File: config.mk
export PLATFORM = sky130hd
export DESIGN_NAME = tdm_demux
export DESIGN_NICKNAME = d
export VERILOG_FILES = /design/src/rtl/tdm_pkg.sv /design/src/rtl/tdm_slot_counter.sv /design/src/rtl/tdm_demux.sv
export SDC_FILE = /design/constraint.sdc
export NUM_CORES = 1
export LEC_CHECK = 0
export CORE_AREA = 4 4 54 56
export DETAILED_ROUTE_END_ITERATION = 6
export DIE_AREA = 0 0 58 60
export PLACE_DENSITY = 0.74
export SLEW_MARGIN = 15
export SYNTH_ARGS = -nofsm -noshare
export SYNTH_HDL_FRONTEND = slang
export SYNTH_SLANG_ARGS = --single-unit
File: constraint.sdc
create_clock -name clk -period 1.2 [get_ports clk]
set_input_delay 0.18 -clock clk [delete_from_list [all_inputs] [get_ports clk]]
set_output_delay 0.18 -clock clk [all_outputs]
set_load 0.05 [all_outputs]
File: src/rtl/tdm_pkg.sv
// Shared TDM definitions: the frame-sync state type and the slot-counter width
// helper. The transmit-side round-robin mux uses the same package.
package tdm_pkg;

  typedef enum logic {HUNT, LOCKED} tdm_sync_state_t;

  // Width of a slot index; a single-slot frame still needs one bit.
  function automatic int slot_w(input int n);
    return (n > 1) ? $clog2(n) : 1;
  endfunction

endpackage

File: src/rtl/tdm_slot_counter.sv
// Slot position within the current TDM frame. It advances on each accepted
// word and wraps after the last slot. A realign forces it to 1, because the
// word that triggers a realign is itself slot 0.
module tdm_slot_counter
  import tdm_pkg::*;
#(
  parameter int NUM_CHANNELS = 2,
  localparam int SW = slot_w(NUM_CHANNELS)
) (
  input  logic          clk_i,
  input  logic          rst_ni,
  input  logic          en_i,
  input  logic          load_i,
  output logic [SW-1:0] slot_o,
  output logic          is_last_o,
  output logic          is_zero_o
);

  logic [SW-1:0] cnt_q, cnt_d;

  assign slot_o    = cnt_q;
  assign is_last_o = (cnt_q == SW'(NUM_CHANNELS - 1));
  assign is_zero_o = (cnt_q == '0);

  // Next slot: a realign takes priority over a normal advance.
  always_comb begin
    cnt_d = cnt_q;
    if (load_i) begin
      cnt_d = SW'(1);
    end else if (en_i) begin
      cnt_d = is_last_o ? '0 : cnt_q + SW'(1);
    end
  end

  // Slot register, cleared by the synchronous active-low reset.
  always_ff @(posedge clk_i) begin
    if (!rst_ni) cnt_q <= '0;
    else         cnt_q <= cnt_d;
  end

endmodule

File: src/rtl/tdm_demux.sv
// TDM receive de-interleaver. It finds frame alignment using din_sof, writes
// each slot word into a staging register, and publishes every complete aligned
// frame on dout with a single-cycle dout_valid strobe.
module tdm_demux
  import tdm_pkg::*;
#(
  parameter int DATA_WIDTH   = 8,
  parameter int NUM_CHANNELS = 2,
  localparam int SW = slot_w(NUM_CHANNELS)
) (
  input  logic                               clk,
  input  logic                               rst,
  input  logic [DATA_WIDTH-1:0]              din,
  input  logic                               din_valid,
  input  logic                               din_sof,
  output logic [NUM_CHANNELS*DATA_WIDTH-1:0] dout,
  output logic                               dout_valid,
  output logic [NUM_CHANNELS-1:0]            ch_valid,
  output logic                               locked,
  output logic                               sync_err
);

  tdm_sync_state_t state_q, state_d;
  logic [SW-1:0]   slot;
  logic            slot_last, slot_zero, cnt_en, cnt_load;

  // The last slot is never staged: it goes straight from din to dout.
  logic [DATA_WIDTH-1:0]              staging_q [NUM_CHANNELS-1];
  logic [DATA_WIDTH-1:0]              staging_d [NUM_CHANNELS-1];
  logic [NUM_CHANNELS*DATA_WIDTH-1:0] dout_q, dout_d;
  logic                               dout_valid_q, dout_valid_d;
  logic [NUM_CHANNELS-1:0]            ch_valid_q, ch_valid_d;
  logic                               sync_err_q, sync_err_d;

  tdm_slot_counter #(.NUM_CHANNELS(NUM_CHANNELS)) u_slot (
    .clk_i     (clk),
    .rst_ni    (rst),
    .en_i      (cnt_en),
    .load_i    (cnt_load),
    .slot_o    (slot),
    .is_last_o (slot_last),
    .is_zero_o (slot_zero)
  );

  assign dout       = dout_q;
  assign dout_valid = dout_valid_q;
  assign ch_valid   = ch_valid_q;
  assign sync_err   = sync_err_q;
  assign locked     = (state_q == LOCKED);

  // Alignment FSM, slot capture, and frame assembly for each accepted word.
  always_comb begin
    state_d      = state_q;
    staging_d    = staging_q;
    dout_d       = dout_q;
    dout_valid_d = 1'b0;
    ch_valid_d   = '0;
    sync_err_d   = 1'b0;
    cnt_en       = 1'b0;
    cnt_load     = 1'b0;
    case (state_q)
      HUNT: begin
        if (din_valid && din_sof) begin
          staging_d[0]  = din;
          ch_valid_d[0] = 1'b1;
          cnt_load      = 1'b1;
          state_d       = LOCKED;
        end
      end
      LOCKED: begin
        if (din_valid) begin
          if (din_sof) begin
            // An sof that arrives early drops the partial frame and starts a new one.
            sync_err_d    = !slot_zero;
            staging_d[0]  = din;
            ch_valid_d[0] = 1'b1;
            cnt_load      = 1'b1;
          end else if (slot_zero) begin
            // A missing sof means alignment is lost: drop the word and hunt again.
            sync_err_d = 1'b1;
            state_d    = HUNT;
          end else begin
            cnt_en = 1'b1;
            for (int k = 0; k < NUM_CHANNELS; k++)
              if (slot == SW'(k)) ch_valid_d[k] = 1'b1;
            for (int k = 0; k < NUM_CHANNELS - 1; k++)
              if (slot == SW'(k)) staging_d[k] = din;
            if (slot_last) begin
              dout_valid_d = 1'b1;
              for (int k = 0; k < NUM_CHANNELS - 1; k++)
                dout_d[k*DATA_WIDTH +: DATA_WIDTH] = staging_q[k];
              dout_d[(NUM_CHANNELS-1)*DATA_WIDTH +: DATA_WIDTH] = din;
            end
          end
        end
      end
      default: state_d = HUNT;
    endcase
  end

  // State, staging and output registers, all cleared by reset.
  always_ff @(posedge clk) begin
    if (!rst) begin
      state_q      <= HUNT;
      dout_q       <= '0;
      dout_valid_q <= 1'b0;
      ch_valid_q   <= '0;
      sync_err_q   <= 1'b0;
      for (int k = 0; k < NUM_CHANNELS - 1; k++) staging_q[k] <= '0;
    end else begin
      state_q      <= state_d;
      dout_q       <= dout_d;
      dout_valid_q <= dout_valid_d;
      ch_valid_q   <= ch_valid_d;
      sync_err_q   <= sync_err_d;
      staging_q    <= staging_d;
    end
  end

endmodule
# == Yosys cells after proc, flatten, opt, wreduce, memory -nomap -nowiden ==
# Index checks and enable logic that the tools add are counted.
# op_classes
n_reduce_logical,6
mux,24
eq_ne,3
addsub,1
bitwise_logic,4
# op_table
operator,count
$mux 8,3
$mux 1,16
$pmux 8 s2,1
$ne 2x2->1 const B,3
$pmux 1 s2,3
$reduce_and 3->1,2
$not 1->1,4
$reduce_and 4->1,1
$reduce_or 4->1,1
$mux 2,1
$reduce_bool 2->1,1
$add 1x1->1 const B,1
$logic_and 1x1->1,1
# word_totals
regBits,30
elab_cells,46

# == Longest topological paths before layout ==
# logic_depth
depth_word,6
depth_mapped,5

# == Hierarchy ==
# A second synthesis with hierarchy kept.
# hier_totals
hier_cells,117
area_unflattened_um2,1092.3
# modules_own_cells
module,instances,cells_each,seq_area_each_um2,area_each_um2
tdm_demux,1,112,580.6,1044.8
tdm_slot_counter,1,5,20.0,47.5

# == Least setup slack after synthesis ==
# No wires, ideal clock.
# synth_path
path_kind,reg2reg
from,"register state_q, in the netlist locked"
to,"register dout_q[0], in the netlist dout[0]"
slack_ns,-0.236
t_arrival_ns,1.308
t_required_ns,1.072
stages_incl_launch_ff,5
path_buffers,1
path_cell_list,dfxtp_1 -> nand4b_1 -> buf_2 -> nand3_1 -> o21ai_1
# synth_between
elab_chain_cells,1
# synth_lines
item,line,text
start: declaration,tdm_demux.sv:23,"tdm_sync_state_t state_q, state_d;"
start signal: assignment,tdm_demux.sv:111,state_q <= state_d;
$reduce_and 4->1 (no source line),n/a,
end signal: assignment,tdm_demux.sv:112,dout_q <= dout_d;
end: declaration,tdm_demux.sv:30,"logic [NUM_CHANNELS*DATA_WIDTH-1:0] dout_q, dout_d;"
# No other way between the ends.
# A chain may end at the register's enable or synchronous reset.

# == Final worst setup path ==
# layout_path
from,input din_sof
to,"register u_slot.cnt_q, in the netlist u_slot.is_last_o"
# layout_between
elab_chain_cells,4
elab_cells_between_ends,10
# layout_lines
item,line,text
start: declaration,tdm_demux.sv:15,"input logic din_sof,"
$mux 1 (tied with other cells),tdm_demux.sv:72,if (din_sof) begin
"$mux 1, on equally long branches","tdm_demux.sv:71, tdm_demux.sv:63",
$pmux 1 s2 / $mux 1 (equally long branches),n/a,
$mux 1 / $reduce_bool 2->1 (equally long branches),n/a,
end signal: assignment,tdm_slot_counter.sv:38,else cnt_q <= cnt_d;
end: declaration,tdm_slot_counter.sv:19,"logic [SW-1:0] cnt_q, cnt_d;"
# Parallel ways exist; a longest one is shown, timed or not.

==> impl_metrics.tcl <==
set metrics [dict create \
    status "complete, no violations" \
    max_stage_delay_ps 490 \
    cp-start-kind "primary input" \
    grt_pass1_vias 999 \
    layout.nets 183 \
    setup_viol 0 \
    timing.rr.end "dout[6]$_SDFFE_PN0P_" \
    timing.final.max_slew_violations 0 \
    min_period_ps 1078 \
    p_sw_share_pct 24.92 \
    hold_path_depth 3 \
    drive_gt1_share_pct 21.76 \
    cts_root_buf "clkbuf_4" \
    pwr-share-seq_pct 55.6 \
    ant_nets 0 \
    clock_latency_ps 330 \
    overflow 0 \
    setup_slack_ps 122.0 \
    max_freq_mhz 927.6 \
    synth.avg_cell_area_um2 8.171 \
    ys_seq_elements 30 \
    grt_pass1_wl_mm 4.264 \
    place_ws_ps -241.8 \
    netlist_area_um2 1079 \
    synth-simple-area-share_pct 24.36 \
    internal_power_uw 1397 \
    whs_endpoint "dout[12]$_SDFFE_PN0P_" \
    post_cts_buffers 0 \
    route.detailed.drc 0 \
    path_class "primary input to register" \
    cp.arrival_ps 1300 \
    start_util_pct 44.34 \
    io_pins 33 \
    synth.area.top_cells "dfxtp_1 (56%), nand2_1 (13%), nand3_1 (7.4%), o21ai_1 (7.4%), a21oi_1 (4.2%)" \
    r2r_start "u_slot.is_last_o$_SDFFE_PN0P_" \
    tns_ps 0 \
    combPwrFrac_pct 10.6 \
    synth_top_family_by_area "simple AND/OR/NAND/NOR gates" \
    critPathSlowestCell "clkdlybuf4s50_1" \
    slew-limit-headroom_pct 74.88 \
    die_y_um 60 \
    period_share_pct 89.84 \
    r2r_cells 4 \
    via_per_inst 5.025 \
    ys_seq_area_share_pct 55.68 \
    yosysTopAreaCell "dfxtp_1" \
    cts_buffers 5 \
    num_antenna_cells 0 \
    cts_max_level 2 \
    synth.top_cell.area_share_pct 55.68 \
    synthMuxAreaShare_pct 0 \
    syn_nets 146 \
    skew_ps 14.73 \
    finalHoldViolCount 0 \
    p_switching_uw 463.5 \
    path_cells "clkdlybuf4s50_1 > inv_1 > ha_1 > a21o_1 > a21oi_1 > nor3_1" \
    drt_iter0_markers 12 \
    power.density_nw_per_um2 1061 \
    cts.sinks 30 \
    path_max_fanout 3 \
    wire_per_inst_um 12.02 \
    core_um2 2432 \
    fillers 187 \
    die_area_um2 3480 \
    fin_area_um2 1753 \
    cts_tree "built" \
    drt_pass1_iterations 3 \
    ctsHoldBuffers 0 \
    hold_path.class "primary input to register" \
    place_congestion 0.7401 \
    track_usage_pct 16.75 \
    power_frac_clock_pct 33.8 \
    clkSlewWorstSetupHoldPaths_ps 100 \
    rrSetupSlack_ps 150 \
    grt_max_degree 34 \
    yosys_warnings 0 \
    yosys.area_share.xor_xnor_pct 0 \
    cp.required_ps 1420 \
    critPathCaptureType "register" \
    worstHoldStart "din[4]" \
    rsz0062_at_grt "false" \
    fp.dieW_um 58 \
    critical_path_buf_inv_count 2 \
    worstMarginPinSlew_ps 376.4 \
    peakVddDrop_uv 685.3 \
    vias 1005 \
    rows 18 \
    portBuffers 32 \
    grt_antenna_before_repair 0 \
    clockBufferDepth 2 \
    max-cap-violations 0 \
    cts_resized 0 \
    syn2layout_area_growth_pct 62.53 \
    synth_compound_area_share_pct 13.11 \
    dpl_cell_area_um2 1690 \
    path_delay_family "buffers and inverters" \
    dp_hpwl_mm 1.841 \
    wirelength_mm 2.404 \
    p_leak_uw 0.0006711 \
    synth_cell_types 17 \
    syn-instance-count 132 \
    synthAdderAreaFrac_pct 2.320 \
]
==> area by class of cell <==
cell class / instances / area, um2 / share of cell area, %
clock buffer: 6 / 51.30 / 2.926
clock inverter: 2 / 11.26 / 0.6424
inverter: 3 / 11.26 / 0.6424
multi-input combinational: 90 / 429.2 / 24.48
sequential: 30 / 604.3 / 34.48
tap: 30 / 37.54 / 2.141
timing repair buffer: 39 / 608.1 / 34.69
==> cells in the final DEF, fill, tap and decap left out <==
cell type | netlist | routed
a21o_1 | 1 | 1
a21oi_1 | 9 | 9
a311oi_1 | 1 | 1
and2_1 | 1 | 1
buf_12 | 0 | 23
buf_4 | 0 | 5
clkbuf_4 | 0 | 5
clkbuf_8 | 0 | 1
clkdlybuf4s50_1 | 0 | 11
clkinv_2 | 0 | 1
dfxtp_1 | 30 | 29
dfxtp_4 | 0 | 1
ha_1 | 2 | 2
inv_1 | 3 | 3
inv_4 | 0 | 1
nand2_1 | 36 | 36
nand3_1 | 16 | 16
nand4b_1 | 1 | 1
nor2_1 | 4 | 4
nor3_1 | 2 | 2
nor3b_1 | 1 | 1
o21ai_1 | 16 | 16
==> power by group through the flow <==
| stage | sequential, uW | combinational, uW | clock, uW |
|---|---|---|---|
| floorplan | 1070 | 70.4 | 0 |
| global placement | 1060 | 192 | 0 |
| detailed placement | 1060 | 199 | 0 |
| CTS | 1030 | 200 | 659 |
| global route | 1040 | 217 | 693 |
| finish | 1030 | 197 | 629 |
==> worst max-delay path by stage <==
stage                         startpoint  cells after the start                       endpoint
detailed placement               din_sof                      6  u_slot.is_last_o$_SDFFE_PN0P_
CTS                 dout[3]$_SDFFE_PN0P_                      1                        dout[3]
global placement                 din_sof                      6  u_slot.is_last_o$_SDFFE_PN0P_
finish                           din_sof                      6  u_slot.is_last_o$_SDFFE_PN0P_
floorplan              locked$_SDFF_PN0_                      4           dout[0]$_SDFFE_PN0P_
global route                     din_sof                      6  u_slot.is_last_o$_SDFFE_PN0P_
==> flip-flops by register name, summed over array words and instances (netlist names) <==
register          cells
locked                1
ch_valid              2
staging_q             8
u_slot.is_last_o      1
sync_err              1
dout_valid            1
dout                 16
==> routing by layer <==
| metal | track usage [%] | up-vias | routed length (um) | part of all wire, % |
|---|---|---|---|---|
| met5 | 0 | - | 0 | 0 |
| li1 | - | 513 | - | - |
| met3 | 7.343 | 6 | 178 | 7.4 |
| met2 | 29.03 | 28 | 1234 | 51 |
| met1 | 16.16 | 458 | 930 | 39 |
| met4 | 10.93 | 0 | 61 | 2.5 |
==> cells in the mapped netlist (all sizes together) <==
cell	number
nand3	16
dfxtp	30
nor2	4
a311oi	1
a21o	1
nand2	36
nor3	2
clkbuf	5
o21ai	16
nand4b	1
nor3b	1
and2	1
a21oi	9
buf	4
inv	3
ha	2
==> worst min-delay path, delay by kind of cell <==
kind | cells | cell delay [ps]
AO/OA/AOI/OAI | 1 | 50
buffers and inverters | 1 | 420
AND/OR/NAND/NOR | 1 | 70
==> logic make-up (layout without fill, tap and decap cells) <==
kind of cell             after synthesis  after routing
flip-flops                            30             30
AND/OR/NAND/NOR                       61             61
buffers and inverters                 12             50
adder cells (fa/ha/maj)                2              2
AO/OA/AOI/OAI                         27             27
==> per-stage QoR <==
step / cells / hold WS, ps / total power [uW] / utilization (%)
after CTS: 200 / 408.7 / 1892 / 72.07
after detailed placement: 192 / 438.8 / 1256 / 69.50
after global placement: 192 / 433.8 / 1248 / 69.50
after floorplan: 132 / 283.7 / 1144 / -
final: 200 / 426.6 / 1860 / 72.07
after global routing: 200 / 432.5 / 1948 / 72.07
Note: power is estimated with default switching activity, not from simulation.
